## src/rtl/inst_buffer_pkg.sv

```systemverilog
// Shared types and default sizing for the fetch-to-issue instruction buffer.
// Defaults mirror INST_BUF_DEPTH / INST_BUF_ENQ_WIDTH / INST_BUF_DEQ_WIDTH.
package inst_buffer_pkg;

  localparam int INST_BUF_DEPTH     = 8;
  localparam int INST_BUF_ENQ_WIDTH = 2;
  localparam int INST_BUF_DEQ_WIDTH = 1;

  typedef struct packed {
    logic [31:0] inst;
    logic [31:0] pc;
    logic [31:0] npc;
    logic        valid;
  } IF_ID_PACKET;

endpackage

```

## src/rtl/inst_buf_compact.sv

```systemverilog
// Prefix popcount of fetch lane valids: per-lane slot offset and total.
// Shared by the storage write path and the same-cycle bypass path.
module inst_buf_compact #(
  parameter int WIDTH = 2,
  parameter int CW    = $clog2(WIDTH + 1)
) (
  input  logic [WIDTH-1:0]         valid,
  output logic [WIDTH-1:0][CW-1:0] offset,
  output logic [CW-1:0]            total
);

  logic [CW-1:0] acc;

  always_comb begin
    acc    = '0;
    offset = '0;
    for (int k = 0; k < WIDTH; k++) begin
      offset[k] = acc;
      acc       = acc + CW'(valid[k]);
    end
    total = acc;
  end

endmodule

```

## src/rtl/inst_buffer.sv

```systemverilog
// Circular fetch-to-issue instruction buffer with wrap-bit pointers.
// Optional same-cycle enq->deq bypass when empty: `define INST_BUF_BYPASS_EN.
module inst_buffer
  import inst_buffer_pkg::*;
#(
  parameter int DEPTH     = INST_BUF_DEPTH,
  parameter int ENQ_WIDTH = INST_BUF_ENQ_WIDTH,
  parameter int DEQ_WIDTH = INST_BUF_DEQ_WIDTH
) (
  input  logic                             clock,
  input  logic                             reset,
  input  logic                             flush,
  input  logic [ENQ_WIDTH-1:0]             enq_valid,
  input  IF_ID_PACKET [ENQ_WIDTH-1:0]      enq_packet,
  output logic                             enq_ready,
  output IF_ID_PACKET [DEQ_WIDTH-1:0]      deq_packet,
  output logic [DEQ_WIDTH-1:0]             deq_valid,
  input  logic [$clog2(DEQ_WIDTH+1)-1:0]   deq_count,
  output logic [$clog2(DEPTH+1)-1:0]       count,
  output logic                             empty,
  output logic                             full
);

  localparam int AW = $clog2(DEPTH);
  localparam int PW = AW + 1;
  localparam int CW = $clog2(ENQ_WIDTH + 1);

  IF_ID_PACKET mem_q [DEPTH];
  IF_ID_PACKET mem_d [DEPTH];
  logic [PW-1:0] head_q, head_d;
  logic [PW-1:0] tail_q, tail_d;

  logic [PW-1:0] cnt, free, deq_req, deq_n, byp_n, wr_ptr;
  logic [PW-1:0] rd_ptr [DEQ_WIDTH];
  logic          enq_fire;
  logic [ENQ_WIDTH-1:0][CW-1:0] enq_off;
  logic [CW-1:0] enq_n;

  inst_buf_compact #(
    .WIDTH (ENQ_WIDTH),
    .CW    (CW)
  ) u_compact (
    .valid  (enq_valid),
    .offset (enq_off),
    .total  (enq_n)
  );

  assign cnt       = tail_q - head_q;
  assign free      = PW'(DEPTH) - cnt;
  assign enq_ready = free >= PW'(ENQ_WIDTH);
  assign enq_fire  = enq_ready & (|enq_valid);
  assign deq_req   = PW'(deq_count);
  assign deq_n     = (deq_req > cnt) ? cnt : deq_req;

`ifdef INST_BUF_BYPASS_EN
  logic          byp_on;
  logic [PW-1:0] byp_avail;

  assign byp_on    = (cnt == '0) & ~flush;
  assign byp_avail = (PW'(enq_n) > PW'(DEQ_WIDTH)) ? PW'(DEQ_WIDTH) : PW'(enq_n);
  assign byp_n     = (byp_on & enq_fire)
                   ? ((deq_req > byp_avail) ? byp_avail : deq_req)
                   : '0;
`else
  assign byp_n = '0;
`endif

  // Bypassed lanes are consumed directly; the rest compact into tail slots.
  always_comb begin
    mem_d  = mem_q;
    head_d = head_q;
    tail_d = tail_q;
    wr_ptr = tail_q;
    if (flush) begin
      head_d = '0;
      tail_d = '0;
    end else begin
      head_d = head_q + deq_n;
      if (enq_fire) begin
        for (int k = 0; k < ENQ_WIDTH; k++) begin
          if (enq_valid[k] && (PW'(enq_off[k]) >= byp_n)) begin
            wr_ptr = tail_q + PW'(enq_off[k]) - byp_n;
            mem_d[wr_ptr[AW-1:0]] = enq_packet[k];
          end
        end
        tail_d = tail_q + PW'(enq_n) - byp_n;
      end
    end
  end

  always_ff @(posedge clock) begin
    if (!reset) begin
      head_q <= '0;
      tail_q <= '0;
      for (int i = 0; i < DEPTH; i++) begin
        mem_q[i].valid <= 1'b0;
      end
    end else begin
      head_q <= head_d;
      tail_q <= tail_d;
      mem_q  <= mem_d;
    end
  end

  always_comb begin
    deq_valid  = '0;
    deq_packet = '0;
    for (int i = 0; i < DEQ_WIDTH; i++) begin
      rd_ptr[i]     = head_q + PW'(i);
      deq_valid[i]  = PW'(i) < cnt;
      deq_packet[i] = mem_q[rd_ptr[i][AW-1:0]];
      if (!deq_valid[i]) begin
        deq_packet[i].valid = 1'b0;
      end
    end
`ifdef INST_BUF_BYPASS_EN
    if (byp_on) begin
      for (int i = 0; i < DEQ_WIDTH; i++) begin
        deq_valid[i]  = 1'b0;
        deq_packet[i] = '0;
        for (int k = 0; k < ENQ_WIDTH; k++) begin
          if (enq_valid[k] && (int'(enq_off[k]) == i)) begin
            deq_valid[i]  = 1'b1;
            deq_packet[i] = enq_packet[k];
          end
        end
      end
    end
`endif
  end

  assign count = cnt;
  assign empty = (cnt == '0);
  assign full  = (tail_q[AW-1:0] == head_q[AW-1:0]) &&
                 (tail_q[AW] != head_q[AW]);

endmodule

```

## config.mk

```make
export PLATFORM = sky130hd
export DESIGN_NAME = inst_buffer
export DESIGN_NICKNAME = d
export VERILOG_FILES = /design/src/rtl/inst_buffer_pkg.sv /design/src/rtl/inst_buf_compact.sv /design/src/rtl/inst_buffer.sv
export SDC_FILE = /design/constraint.sdc
export NUM_CORES = 2
export LEC_CHECK = 0
export CAP_MARGIN = 20
export CORE_MARGIN = 3
export CORE_UTILIZATION = 55
export DETAILED_ROUTE_END_ITERATION = 10
export PLACE_DENSITY_LB_ADDON = 0.15
export SLEW_MARGIN = 20
export SYNTH_ARGS = -nofsm -noshare
export SYNTH_HDL_FRONTEND = slang
export SYNTH_SLANG_ARGS = --single-unit
```

## constraint.sdc

```tcl
create_clock -name clock -period 39.9 [get_ports clock]
set_input_delay 7.98 -clock clock [delete_from_list [all_inputs] [get_ports clock]]
set_output_delay 7.98 -clock clock [all_outputs]
set_load 0.03 [all_outputs]
```

==> reports/qor.yml <==
cp-start-kind: "flip-flop"
grt_pass1_vias: 32600
slew_headroom_pct: 23.7
cts-root-buf: "clkbuf_16"
avgSynthCellArea_um2: 11.0
synth_area_um2: 46700
ir_worst_vdd_v: 0.0000424
fin_crit_sh_pct: 31.8
worst_r2r_endpoint: "mem_q[14]"
worstSetupPathType: "flip-flop to output port"
crit_path_end_kind: "output port"
final_common_cell: "mux2i_1"
die_width_um: 297
syn_inst: 4240
min_from: "mem_q[194]"
cts-htree-levels: 3
ys_seq_area_share_pct: 50.0
portBuffers: 304
wl_per_cell_um: 24.0
antenna_left: 0
gp_congestion: 0.786
ys.flop_type: "edfxtp_1"
hold_viol_final: 0
ctsHoldBuffers: 0
ys_seq_elements: 784
cp_max_fo: 101
drt_wl_total_um: 129000
tightest_slew_ns: 1.14
drive_gt1_share_pct: 9.57
core_area_um2: 84000
powerDensity_nw_per_um2: 47.7
leakagePower_uw: 0.0198
nNetsFinal: 4384
clkTransAtPathRegs_ns: 0.06
max_freq_ghz: 0.0789
die_area_um2: 88500
fin_skew_ns: 0.0250
grt_pass1_wl_um: 198000
utilization_pct: 62.4
yosys_warnings: 0
overflow: 0
post_cts_buffers: 0
worstHoldEndpoint: "mem_q[194]"
area_growth_pct: 12.2
clk_path_buf_depth: 3
final_cell_mix: "mux2i_1, edfxtp_1, nand2_1"
die_h_um: 297
dr.pass1.iters: 6
synth_edf_count: 768
hp-class: "flip-flop to flip-flop"
dr.first_iter.drc_count: 3094
cp.arrival_ns: 4.69
period_minus_slack_ns: 12.67
dp_hpwl_um: 70400
start_util_pct: 55.7
finalInstanceArea_um2: 52400
grt_antenna_before_repair: 19
fp-row-count: 106
setup_viol_count_final: 0
post_cts_resized: 0
cts.sinks: 784
cts_tree: "yes"
r2r_start: "head_q[2]"
io_pins: 305
grt_max_degree: 171
dpl_cell_area_um2: 49400
drc: 0
worstPathRequired_ns: 31.92
cap_viol_max_count: 0
status: "completed"
grt_usage_pct: 28.7
clk_latency_ns: 0.64
synthDistinctLibCells: 43
async_reset_ff_share_pct: 0
viasPerCell: 6.09
reg2reg_setup_slack_ns: 33.67
slew_violations: 0
finalSetupTns_ns: 0
vias: 32800
rsz0062_at_grt: "no"
reg2reg_depth: 10
whs_path_depth: 2
cts_buffers: 89
==> worst max-delay path, stage by stage (launching register included) <==
cell             delay, ns
dfxtp_4               0.75
buf_12                0.73
buf_4                 0.83
mux4_2                0.62
nand2_1               0.09
nand2_1               0.19
clkdlybuf4s50_1       0.66
==> registers in the layout (all words and copies together) (netlist names) <==
name / count
tail_q: 4
head_q: 4
mem_q: 776
==> power by group <==
part	switching (µW)	leakage (µW)	total, µW	internal, µW
clock network	347	0.00143	844	497
logic	328	0.0111	558	230
registers	48.9	0.00723	1100	1050
==> final cells by class <==
class	count	area [µm²]
sequential	784	23400
tap	1134	1420
antenna	11	27.5
fill	6789	31500
clock buffer	109	2390
inverter	15	61.3
clock inverter	57	572
multi-input combinational	2919	21000
timing repair buffer	360	3580
==> synth_stat cells (2+ instances only) <==
master,n,area (µm²)
edfxtp_1,768,23100
mux4_2,194,4370
nor3_1,2,10.0
inv_1,14,52.6
o211ai_1,4,30.0
o21ai_0,313,1570
xnor2_1,4,35.0
buf_2,231,1160
nand4b_1,3,26.3
buf_4,21,158
or2_2,4,25.0
ha_1,12,150
fa_1,3,60.1
conb_1,2,7.51
nand4_1,3,18.8
clkbuf_1,242,908
and2_1,4,25.0
mux2i_1,788,7890
xor2_1,4,35.0
nand2_1,695,2610
a21oi_1,387,1940
buf_6,10,113
nand3_1,5,25.0
nand2b_1,2,12.5
nor3_2,4,40.0
mux2_2,2,22.5
o21ai_1,76,380
dfxtp_1,16,320
buf_1,19,71.3
nor2_1,395,1480
==> per-stage QoR <==
stage | power (µW) | hold slack (ns) | worst slack [ns] | cells
floorplan | 1560 | 0.445 | 10.79 | 4241
global placement | 1660 | 0.455 | 27.29 | 5212
detailed placement | 1670 | 0.475 | 27.30 | 5212
CTS | 2510 | 0.484 | 27.13 | 5378
global route | 2600 | 0.512 | 26.94 | 5380
finish | 2500 | 0.480 | 27.23 | 5389
==> logic make-up after synthesis <==
family	count (synthesis)	share of synthesized area, %
xor gates and xnor gates	9	0.198
muxes	984	26.3
buffers and inverters	538	5.27
AOI/OAI and AO/OA	783	8.42
adders and majority gates	15	0.450
DFF	784	50.0
and+or+nand+nor	1125	9.32
other	2	0.0161
==> routing by layer <==
metal	routed length, µm	part of all wire, %	track usage, %	up-vias
li1	-	-	-	15200
met1	55500	43	41.3	16000
met3	10300	8.0	4.97	190
met2	60600	47	45.8	1361
met5	123	0.095	0	-
met4	2530	2.0	6.34	18
==> how the worst max path moves through the flow <==
stage / cells past startpoint / slack, ns / to / from
floorplan: 6 / 10.79 / mem_q[100] / enq_valid[0]
detailed placement: 8 / 27.30 / mem_q[31] / enq_valid[0]
finish: 6 / 27.23 / deq_packet[32] / head_q[0]
global route: 6 / 26.94 / deq_packet[32] / head_q[0]
global placement: 8 / 27.29 / mem_q[31] / enq_valid[0]
CTS: 6 / 27.13 / deq_packet[28] / head_q[0]
(Power assumes the default switching activity.)
